--- src/rtl/wg_ctrl_pkg.sv ---
// Shared types and helpers for the WorldGuard world-ID switch controller.
package wg_ctrl_pkg;

  // Switch sequencer states.
  typedef enum logic [2:0] {
    INIT,
    IDLE,
    DRAIN,
    FLUSH,
    APPLY
  } wg_state_e;

  // CSR write targets, encoded as they arrive on csr_sel_i.
  typedef enum logic [1:0] {
    CSR_MLWID     = 2'b00,
    CSR_SLWID     = 2'b01,
    CSR_VSLWID    = 2'b10,
    CSR_MWIDDELEG = 2'b11
  } wg_csr_sel_e;

  // Privilege encodings.
  localparam logic [1:0] PRIV_U = 2'b00;
  localparam logic [1:0] PRIV_S = 2'b01;
  localparam logic [1:0] PRIV_M = 2'b11;

  // Width of a world ID for a given number of worlds (never zero).
  function automatic int unsigned wid_width(input int unsigned nr_worlds);
    return (nr_worlds > 1) ? $clog2(nr_worlds) : 1;
  endfunction

endpackage

--- src/rtl/wg_wid_select.sv ---
// Combinational target world-ID mux: picks the WID the hart should run with
// from its privilege, virtualization mode and the lower-privilege registers.
module wg_wid_select
  import wg_ctrl_pkg::*;
#(
  parameter int unsigned NrWorlds = 128,
  parameter bit          SSWGEn   = 1'b1,
  parameter bit          SHWGEn   = 1'b1,
  localparam int unsigned WidW    = wid_width(NrWorlds)
) (
  input  logic [1:0]          priv_lvl,
  input  logic                v,
  input  logic [WidW-1:0]     mwid,
  input  logic [WidW-1:0]     mlwid,
  input  logic [WidW-1:0]     slwid,
  input  logic [WidW-1:0]     vslwid,
  input  logic [NrWorlds-1:0] mwiddeleg,
  output logic [WidW-1:0]     target_wid
);

  // Priority: M uses the platform WID, virtualized modes use vslwid,
  // delegated U-mode uses slwid, everything else falls back to mlwid.
  always_comb begin
    // NOTE: default assignment first so every path drives target_wid; no latch.
    target_wid = mlwid;
    if (priv_lvl == PRIV_M) begin
      target_wid = mwid;
    end else if (v) begin
      target_wid = SHWGEn ? vslwid : mlwid;
    end else if ((priv_lvl == PRIV_U) && SSWGEn && (|mwiddeleg)) begin
      target_wid = slwid;
    end
  end

endmodule

--- src/rtl/wg_wid_switch_ctrl.sv ---
// WorldGuard world-ID controller for one hart: holds mlwid/slwid/vslwid and
// mwiddeleg, and sequences every effective-WID change through
// stall -> drain -> flush -> commit so no request is tagged with a stale WID.
module wg_wid_switch_ctrl
  import wg_ctrl_pkg::*;
#(
  parameter int unsigned NrWorlds = 128,
  parameter bit          SSWGEn   = 1'b1,
  parameter bit          SHWGEn   = 1'b1,
  localparam int unsigned WidW    = wid_width(NrWorlds)
) (
  input  logic                clk_i,
  input  logic                rst_ni,
  input  logic [1:0]          priv_lvl_i,
  input  logic                v_i,
  input  logic [WidW-1:0]     mwid_i,
  input  logic                csr_we_i,
  input  logic [1:0]          csr_sel_i,
  input  logic [NrWorlds-1:0] csr_wdata_i,
  output logic                csr_ready_o,
  output logic                csr_illegal_o,
  output logic [WidW-1:0]     mlwid_o,
  output logic [WidW-1:0]     slwid_o,
  output logic [WidW-1:0]     vslwid_o,
  output logic [NrWorlds-1:0] mwiddeleg_o,
  input  logic                mem_idle_i,
  output logic                flush_req_o,
  input  logic                flush_ack_i,
  output logic [WidW-1:0]     wid_o,
  output logic                wid_valid_o,
  output logic                stall_o
);

  wg_state_e           state_q;
  logic [WidW-1:0]     mlwid_q, slwid_q, vslwid_q;
  logic [NrWorlds-1:0] mwiddeleg_q;
  logic                illegal_q;
  logic [WidW-1:0]     wid_q, tgt_q;
  logic                wid_valid_q, stall_q, flush_req_q;
  logic [WidW-1:0]     target_wid;

  logic                wr_en;
  wg_csr_sel_e         wr_sel;
  logic [WidW-1:0]     wr_wid;
  logic                wr_delegated;

  // CSR writes are only accepted while no switch is in flight.
  assign wr_en        = csr_we_i && (state_q == IDLE);
  assign wr_sel       = wg_csr_sel_e'(csr_sel_i);
  assign wr_wid       = csr_wdata_i[WidW-1:0];
  assign wr_delegated = mwiddeleg_q[wr_wid];

  wg_wid_select #(
    .NrWorlds (NrWorlds),
    .SSWGEn   (SSWGEn),
    .SHWGEn   (SHWGEn)
  ) u_wid_select (
    .priv_lvl   (priv_lvl_i),
    .v          (v_i),
    .mwid       (mwid_i),
    .mlwid      (mlwid_q),
    .slwid      (slwid_q),
    .vslwid     (vslwid_q),
    .mwiddeleg  (mwiddeleg_q),
    .target_wid (target_wid)
  );

  // World-ID register file; rejected delegated writes raise a one-cycle pulse.
  always_ff @(posedge clk_i or negedge rst_ni) begin
    // NOTE: sequential state uses non-blocking assignments only, so every
    // register samples pre-edge values regardless of statement order.
    if (!rst_ni) begin
      mlwid_q     <= '0;
      slwid_q     <= '0;
      vslwid_q    <= '0;
      mwiddeleg_q <= '0;
      illegal_q   <= 1'b0;
    end else begin
      illegal_q <= 1'b0;
      if (wr_en) begin
        unique case (wr_sel)
          CSR_MLWID: mlwid_q <= wr_wid;
          CSR_SLWID: begin
            if (SSWGEn) begin
              if (wr_delegated) slwid_q   <= wr_wid;
              else              illegal_q <= 1'b1;
            end
          end
          CSR_VSLWID: begin
            if (SHWGEn) begin
              if (wr_delegated) vslwid_q  <= wr_wid;
              else              illegal_q <= 1'b1;
            end
          end
          CSR_MWIDDELEG: begin
            if (SSWGEn) mwiddeleg_q <= csr_wdata_i;
          end
          default: ;
        endcase
      end
    end
  end

  // Switch sequencer with registered stall/valid/flush outputs.
  always_ff @(posedge clk_i or negedge rst_ni) begin
    if (!rst_ni) begin
      state_q     <= INIT;
      wid_q       <= '0;
      tgt_q       <= '0;
      wid_valid_q <= 1'b0;
      stall_q     <= 1'b1;
      flush_req_q <= 1'b0;
    end else begin
      unique case (state_q)
        INIT: begin
          // Caches hold nothing after reset, so the first WID needs no flush.
          wid_q       <= target_wid;
          state_q     <= IDLE;
          wid_valid_q <= 1'b1;
          stall_q     <= 1'b0;
        end
        IDLE: begin
          if (target_wid != wid_q) begin
            tgt_q       <= target_wid;
            state_q     <= DRAIN;
            wid_valid_q <= 1'b0;
            stall_q     <= 1'b1;
          end
        end
        DRAIN: begin
          if (mem_idle_i) begin
            state_q     <= FLUSH;
            flush_req_q <= 1'b1;
          end
        end
        FLUSH: begin
          if (flush_ack_i) begin
            flush_req_q <= 1'b0;
            state_q     <= APPLY;
          end
        end
        APPLY: begin
          wid_q <= tgt_q;
          // A target that moved during the switch starts another full switch.
          if (target_wid != tgt_q) begin
            tgt_q   <= target_wid;
            state_q <= DRAIN;
          end else begin
            state_q     <= IDLE;
            wid_valid_q <= 1'b1;
            stall_q     <= 1'b0;
          end
        end
        default: begin
          state_q     <= INIT;
          wid_valid_q <= 1'b0;
          stall_q     <= 1'b1;
          flush_req_q <= 1'b0;
        end
      endcase
    end
  end

  assign csr_ready_o   = (state_q == IDLE);
  assign csr_illegal_o = illegal_q;
  assign mlwid_o       = mlwid_q;
  assign slwid_o       = slwid_q;
  assign vslwid_o      = vslwid_q;
  assign mwiddeleg_o   = mwiddeleg_q;
  assign flush_req_o   = flush_req_q;
  assign wid_o         = wid_q;
  assign wid_valid_o   = wid_valid_q;
  assign stall_o       = stall_q;

endmodule

--- config.mk ---
export PLATFORM = sky130hd
export DESIGN_NAME = wg_wid_switch_ctrl
export DESIGN_NICKNAME = d
export VERILOG_FILES = /design/src/rtl/wg_ctrl_pkg.sv /design/src/rtl/wg_wid_select.sv /design/src/rtl/wg_wid_switch_ctrl.sv
export SDC_FILE = /design/constraint.sdc
export NUM_CORES = 1
export LEC_CHECK = 0
export ABC_AREA = 1
export CAP_MARGIN = 0
export CORE_MARGIN = 1.5
export CORE_UTILIZATION = 42
export DETAILED_ROUTE_END_ITERATION = 16
export GPL_TIMING_DRIVEN = 0
export MAX_ROUTING_LAYER = met4
export PLACE_DENSITY_LB_ADDON = 0.25
export SYNTH_ARGS = -nofsm -noshare
export SYNTH_HDL_FRONTEND = slang
export SYNTH_SLANG_ARGS = --single-unit
export TNS_END_PERCENT = 20
--- constraint.sdc ---
create_clock -name clk_i -period 2.2 [get_ports clk_i]
set_input_delay 0.44 -clock clk_i [delete_from_list [all_inputs] [get_ports clk_i]]
set_output_delay 0.44 -clock clk_i [all_outputs]
set_load 0.02 [all_outputs]
* Word-level counts from Yosys, hierarchy flattened
Index checks and enable logic that the tools add are counted.
** Operators by class
- Magnitude comparators :: 1
- Equal/unequal tests :: 15
- Muxes and demuxes :: 26
- Bitwise gates (word level) :: 2
- Reductions and logical operators :: 19
** Operators with widths (count)
- 128-bit OR reduction :: 1
- 7-bit 2-to-1 mux :: 5
- 7-bit case mux with 2 select lines :: 2
- 3-bit AND reduction :: 6
- 3-bit case mux with 5 select lines :: 1
- 7-bit inequality test :: 2
- 1-bit 2-to-1 mux :: 10
- 3-bit 2-to-1 mux :: 3
- 7-bit by 8-bit < comparator with 1-bit output, second input constant :: 1
- 2-bit inequality test, second input constant :: 4
- 1-bit case mux with 4 select lines :: 2
- 1-bit binary-select mux with 7-bit select :: 1
- 2-bit == test, second input constant :: 3
- 3-bit by 2-bit == test with 1-bit output, second input constant :: 2
- 2-bit zero test :: 2
- 2-bit AND reduction :: 2
- 2-bit nonzero test :: 2
- 2-bit OR reduction :: 2
- 3-bit by 1-bit == test with 1-bit output, second input constant :: 1
- 3-bit == test, second input constant :: 1
- 3-bit zero test :: 1
- 1-bit case mux with 3 select lines :: 1
- 3-bit OR reduction :: 1
- 2-bit by 1-bit == test with 1-bit output, second input constant :: 1
- other kinds (4) :: 6
** Storage, ports and cells
- Bits in registers :: 170
- Input bits :: 145
- Output and inout port bits :: 161
- Word-level logic and storage cells :: 74

* Logic depth before layout (Yosys ltp)
- Depth in word-level cells :: 8
- Mapped depth :: 21
- Gate-level depth less buffers :: 21

* Hierarchy
A second synthesis with hierarchy kept.
** Unflattened totals
- Cells, all modules :: 1124
- Area total of the unflattened synthesis :: 9315.2 µm²
** Modules (own cells, without submodules)
- wg_wid_switch_ctrl :: times used 1, cells an instance 804, area each 8034.0 µm², seq. area each 4255.3 µm²
- wg_wid_select :: times used 1, cells an instance 320, area each 1281.2 µm², seq. area each 0.0 µm²

* Least setup slack after synthesis
Ideal clock, no wire load.
- Kind :: reg2reg
- Start point :: register mwiddeleg_q[5] (netlist: mwiddeleg_o[5])
- End point :: register wid_valid_q (netlist: wid_valid_o)
- Library setup time :: 0.117 ns
- Arrival time :: 2.066 ns
- Required time :: 2.083 ns
- Path slack :: 0.017 ns
- Cell stages (with the launch flop) :: 21
- Buffers on the path :: 0
- Clock period less this slack :: 2.183 ns
- Path through :: dfrtp_1 nor2_1 nand2_1 nor2_1 nand2_1 nor2_1 nand2_1 o21ai_4 nand2_1 nand3_1 nand2_1 nand2_2 nand2_1 nand2_1 nand2_1 nor2_4 nand2_1 nand2_1 nand2_1 nand2_1 nand2_1
** Between the ends
- Longest elaborated chain between the ends :: 8
- Elaborated cells on any way between the ends :: 10
- Classes of those cells :: eq/ne (4); mux (3); reduce/logical (3)
** Ends and longest elaborated chain
- start: declaration :: RTL line wg_wid_switch_ctrl.sv:36 : logic [NrWorlds-1:0] mwiddeleg_q;
- start signal: assignment :: RTL line wg_wid_switch_ctrl.sv:96 : if (SSWGEn) mwiddeleg_q <= csr_wdata_i;
- 128-bit OR reduction * :: RTL line wg_wid_select.sv:30 : end else if ((priv_lvl == PRIV_U) && SSWGEn && (|mwiddeleg)) begin
- 1-bit logical AND * :: RTL line wg_wid_select.sv:30
- 7-bit 2-to-1 mux * :: RTL line wg_wid_select.sv:30
- 7-bit 2-to-1 mux * :: RTL line wg_wid_select.sv:28 : end else if (v) begin
- 7-bit 2-to-1 mux * :: RTL line wg_wid_select.sv:26 : if (priv_lvl == PRIV_M) begin
- 7-bit inequality test (on tied branches) :: RTL line wg_wid_switch_ctrl.sv:145, wg_wid_switch_ctrl.sv:123
- 2-bit inequality test (no line) or 2-bit by 1-bit inequality test with 1-bit output (tied branches)
- 3-bit AND reduction (no line) *
- end signal: assignment :: RTL line wg_wid_switch_ctrl.sv:126 : wid_valid_q <= 1'b0;
- end signal: assignment :: RTL line wg_wid_switch_ctrl.sv:150 : wid_valid_q <= 1'b1;
- end signal: assignment :: RTL line wg_wid_switch_ctrl.sv:156 : wid_valid_q <= 1'b0;
- end: declaration :: RTL line wg_wid_switch_ctrl.sv:39 : logic wid_valid_q, stall_q, flush_req_q;
Mark *: on every way between the ends. The rest lies on a longest branch, timed or not.
A chain may end at the register's enable or synchronous reset.

* Final worst setup path
- Start point :: register mwiddeleg_q[75] (netlist: mwiddeleg_o[75])
- End point :: register tgt_q[5]
** Between the ends
- Longest elaborated chain between the ends :: 8
- Elaborated cells on any way between the ends :: 13
- Classes of those cells :: eq/ne (4); mux (6); reduce/logical (3)
** Ends and longest elaborated chain
- 128-bit OR reduction * :: RTL line wg_wid_select.sv:30
- 1-bit logical AND * :: RTL line wg_wid_select.sv:30
- 7-bit 2-to-1 mux * :: RTL line wg_wid_select.sv:30
- 7-bit 2-to-1 mux * :: RTL line wg_wid_select.sv:28
- 7-bit 2-to-1 mux * :: RTL line wg_wid_select.sv:26
- 7-bit inequality test (on tied branches) :: RTL line wg_wid_switch_ctrl.sv:145, wg_wid_switch_ctrl.sv:123
- 2-bit inequality test (no line) or 2-bit by 1-bit inequality test with 1-bit output (tied branches)
- 3-bit AND reduction (no line)
- end signal: assignment :: RTL line wg_wid_switch_ctrl.sv:124 : tgt_q <= target_wid;
- end signal: assignment :: RTL line wg_wid_switch_ctrl.sv:146 : tgt_q <= target_wid;
- end: declaration :: RTL line wg_wid_switch_ctrl.sv:38 : logic [WidW-1:0] wid_q, tgt_q;
Mark *: on every way between the ends. The rest lies on a longest branch, timed or not. The select of a mux whose other input is x is not followed.

==> results.py <==
metrics = {
    "clock_tree": {
        "cts_buffers": 17,
        "clk_pin_slew_worst_paths_ns": 0.07,
        "cts-root-buf": "clkbuf_16",
        "h-tree-depth": 4,
        "cts_buffer_depth": 2,
        "insertion_delay_ns": 0.44,
        "cts_sinks": 170,
        "cts_tree": "done",
    },
    "timing": {
        "fin_crit_sh_pct": 120.9,
        "setup-violations-final": 23,
        "slew_violations": 0,
        "rsz0062_at_grt": "true",
        "maxSlewHeadroom_pct": 49.79,
        "fin_tns_setup_ns": -5.379,
        "timing.final.crit_period_ns": 2.659,
        "holdWs_ns": -0.005668,
        "max_freq_ghz": 0.3761,
        "hold_viol_final": 5,
        "worst_slew_pin_slew_ns": 0.7503,
        "fin_ws_ns": -0.4591,
        "fin_skew_ns": 0.01166,
    },
    "yosys": {
        "synth-seq-cells": 170,
        "synth_cells": 1152,
        "ys_warn_count": 0,
        "synth_top_area_share_pct": 46.46,
        "synth_edf_count": 0,
        "yosys_most_used_dff": "dfrtp_1",
        "ys_types": 39,
        "syn_area_per_cell_um2": 7.901,
        "synth_top_area_cell": "dfrtp_1",
        "synth_area_leaders": "dfrtp_1 46%, nor2_1 8.3%, nand2_1 7.3%",
        "yosysSeqAreaShare_pct": 46.75,
        "async_flop_share_pct": 100.0,
        "syn_nets": 1301,
        "synth_area_um2": 9102,
    },
    "cells_and_area": {
        "post-route-util_pct": 65.03,
        "multiInputGateArea_um2": 4344,
        "fin_cells": 1807,
        "nFillCells": 1783,
        "seqCellArea_um2": 4260,
        "final_nets": 1667,
        "area.growth.synth_to_final_pct": 51.13,
        "drive_gt1_share_pct": 18.03,
    },
    "floorplanning": {
        "dieHeight_um": 150.2,
        "die_x_um": 150.2,
        "dieArea_um2": 22560,
        "rows": 53,
        "core_um2": 21150,
        "start_util_pct": 43.03,
        "boundaryPins": 306,
    },
    "grt": {
        "grt_usage_pct": 32.12,
        "overflow": 0,
        "grt_start_max_net_pins": 87,
        "grt_pass1_vias": 9182,
        "antenna_found_initial": 1,
        "grt_pass1_wl_mm": 52.19,
    },
    "placement": {
        "dp_cells": 1732,
        "dp_hpwl_mm": 25.35,
        "io_buffers": 304,
        "dpl_worst_slack_ns": -1.066,
        "place.gp.congestion": 0.9042,
    },
    "critical_path": {
        "critPathMaxFanout": 7,
        "path_common_cell": "nand2_1",
        "cp_slowest_stage_delay_ns": 0.43,
        "slowest_stage": "dfrtp_1",
        "critical_path_class": "register to register",
        "crit_required_ns": 2.57,
        "r2r_slack_ns": -0.46,
        "cp-start-kind": "register",
        "timing.rr.start": "mwiddeleg_o[75]$_DFFE_PN0P_",
        "reg2reg_depth": 19,
        "path_cells": "nor2_2, nand2_1, nor2_2, nand2_1, nor2_1, nand2_2, o21ai_4, nand2_1, nand3_2, nand2_4, nand2_4, nand2_1, nand2_1, nand2_1, nor2_4, nand3_4, nand2_8, nand2_2, nand2_1",
        "arrival_ns": 3.03,
        "cp-end-kind": "register",
        "reg2reg_to": "tgt_q[5]$_DFFE_PN0P_",
    },
    "routing": {
        "vias": 9664,
        "first_iter_violations": 856,
        "ant_nets": 0,
        "wl_met3_mm": 3.492,
        "drc": 0,
        "finalWirelength_mm": 35.46,
        "wl_met2_mm": 16.63,
        "dr.pass1.iters": 5,
        "drt-met1-wl_mm": 14.43,
        "highest_layer": "met4",
        "wl_per_cell_um": 19.62,
        "viasPerCell": 5.348,
    },
    "pwr": {
        "worst_ir_drop_vdd_uv": 690.6,
        "total_power_mw": 19.64,
        "power.density_nw_per_um2": 1427,
        "p_leak_nw": 6.356,
    },
    "status": {
        "status": "finished with violations",
        "violations": "negative hold slack, negative setup slack",
    },
    "min_path": {
        "min_path_type": "input port to asynchronous set/reset pin",
    },
    "run": {
        "maxCapViolations": 0,
    },
}
==> kinds of logic after synthesis <==
family | Yosys count | synth area share, %
simple gates | 464 | 21.54
compound gates | 259 | 15.22
buf+inv | 196 | 8.673
flops | 170 | 46.75
mux | 58 | 7.175
fa+ha+maj | 4 | 0.5499
xor+xnor | 1 | 0.09624
==> registers in the layout (all words and copies together), names as in the netlist, 3 cells and up <==
| name | cells |
|---|---|
| mlwid_o | 7 |
| mwiddeleg_o | 128 |
| slwid_o | 7 |
| state_q | 3 |
| tgt_q | 7 |
| vslwid_o | 7 |
| wid_o | 7 |
==> layout make-up <==
class                   count  share of cell area [%]
plain buffers              51                   2.256
flip-flops and latches    170                   30.97
inverters                 145                   3.956
repair buffers            346                   24.63
well taps                 275                   2.501
clock buffers              22                   3.229
multi-input cells         787                   31.58
diodes                      1                 0.01819
clock inverters            10                  0.8640
==> worst max-delay path, delay by kind of cell (launching register included) <==
kind	cells	cell delay, ns
flops	1	0.43
simple gates	18	1.85
compound gates	1	0.28
==> metal layers <==
metal | track usage [%] | up-vias
met2 | 50.34 | 541
met3 | 7.182 | 64
met1 | 41.37 | 4596
met5 | - | -
li1 | - | 4463
met4 | 10.20 | 0
==> cells in the final DEF, fill, tap and decap left out, types with 17 or more instances in the layout <==
cell and n:
clkdlybuf4s50_1 299, nor2_2 28, clkbuf_16 17, clkbuf_2 17, mux2_2 58, o21ai_0 90
nor2_1 176, nand2_2 26, a21oi_1 100, clkbuf_1 19, buf_4 39, dfrtp_1 165
nand3_1 33, o21ai_1 38, inv_1 142, nand2_1 156
==> timing repair <==
item	4_1_cts	5_1_grt
pin swaps	23	48
setup buffers	29	10
endpoints found under the hold margin	0	0
cloned	1	2
resized for setup	71	84
setup endpoints to repair	157	109
hold buffers	0	0
==> stage by stage <==
stage	cell area, um2	hold WS (ns)
detailed placement	12520	0.4536
global route	13760	0.04871
floorplan	9102	0.1444
global placement	12490	0.4504
finish	13760	-0.005668
CTS	13450	0.03649
==> worst max-delay path by stage <==
stage,from,to
final,mwiddeleg_o[75]$_DFFE_PN0P_,tgt_q[5]$_DFFE_PN0P_
after global routing,mwiddeleg_o[11]$_DFFE_PN0P_,state_q[0]$_DFFE_PN0P_
after CTS,mwiddeleg_o[33]$_DFFE_PN0P_,tgt_q[5]$_DFFE_PN0P_
after detailed placement,csr_wdata_i[1],slwid_o[3]$_DFFE_PN0P_
after global placement,rst_ni,mwiddeleg_o[102]$_DFFE_PN0P_
after floorplan,mwiddeleg_o[5]$_DFFE_PN0P_,wid_valid_o$_DFFE_PN0P_
==> where the power goes <==
group	switching, mW	internal (mW)
logic	5.53	4.79
registers	1.61	4.72
clock network	1.31	1.68
total	8.45	11.2
==> Yosys cell counts (8+ instances only) <==
cell type / count
nor2_1: 201
nand2_1: 178
dfrtp_1: 169
inv_1: 144
o21ai_0: 109
a21oi_1: 103
mux2_2: 58
nand3_1: 41
clkbuf_1: 34
o21ai_1: 20
nand2_2: 12
buf_2: 10
o211ai_1: 8
Note: power is estimated with default switching activity, not from simulation.
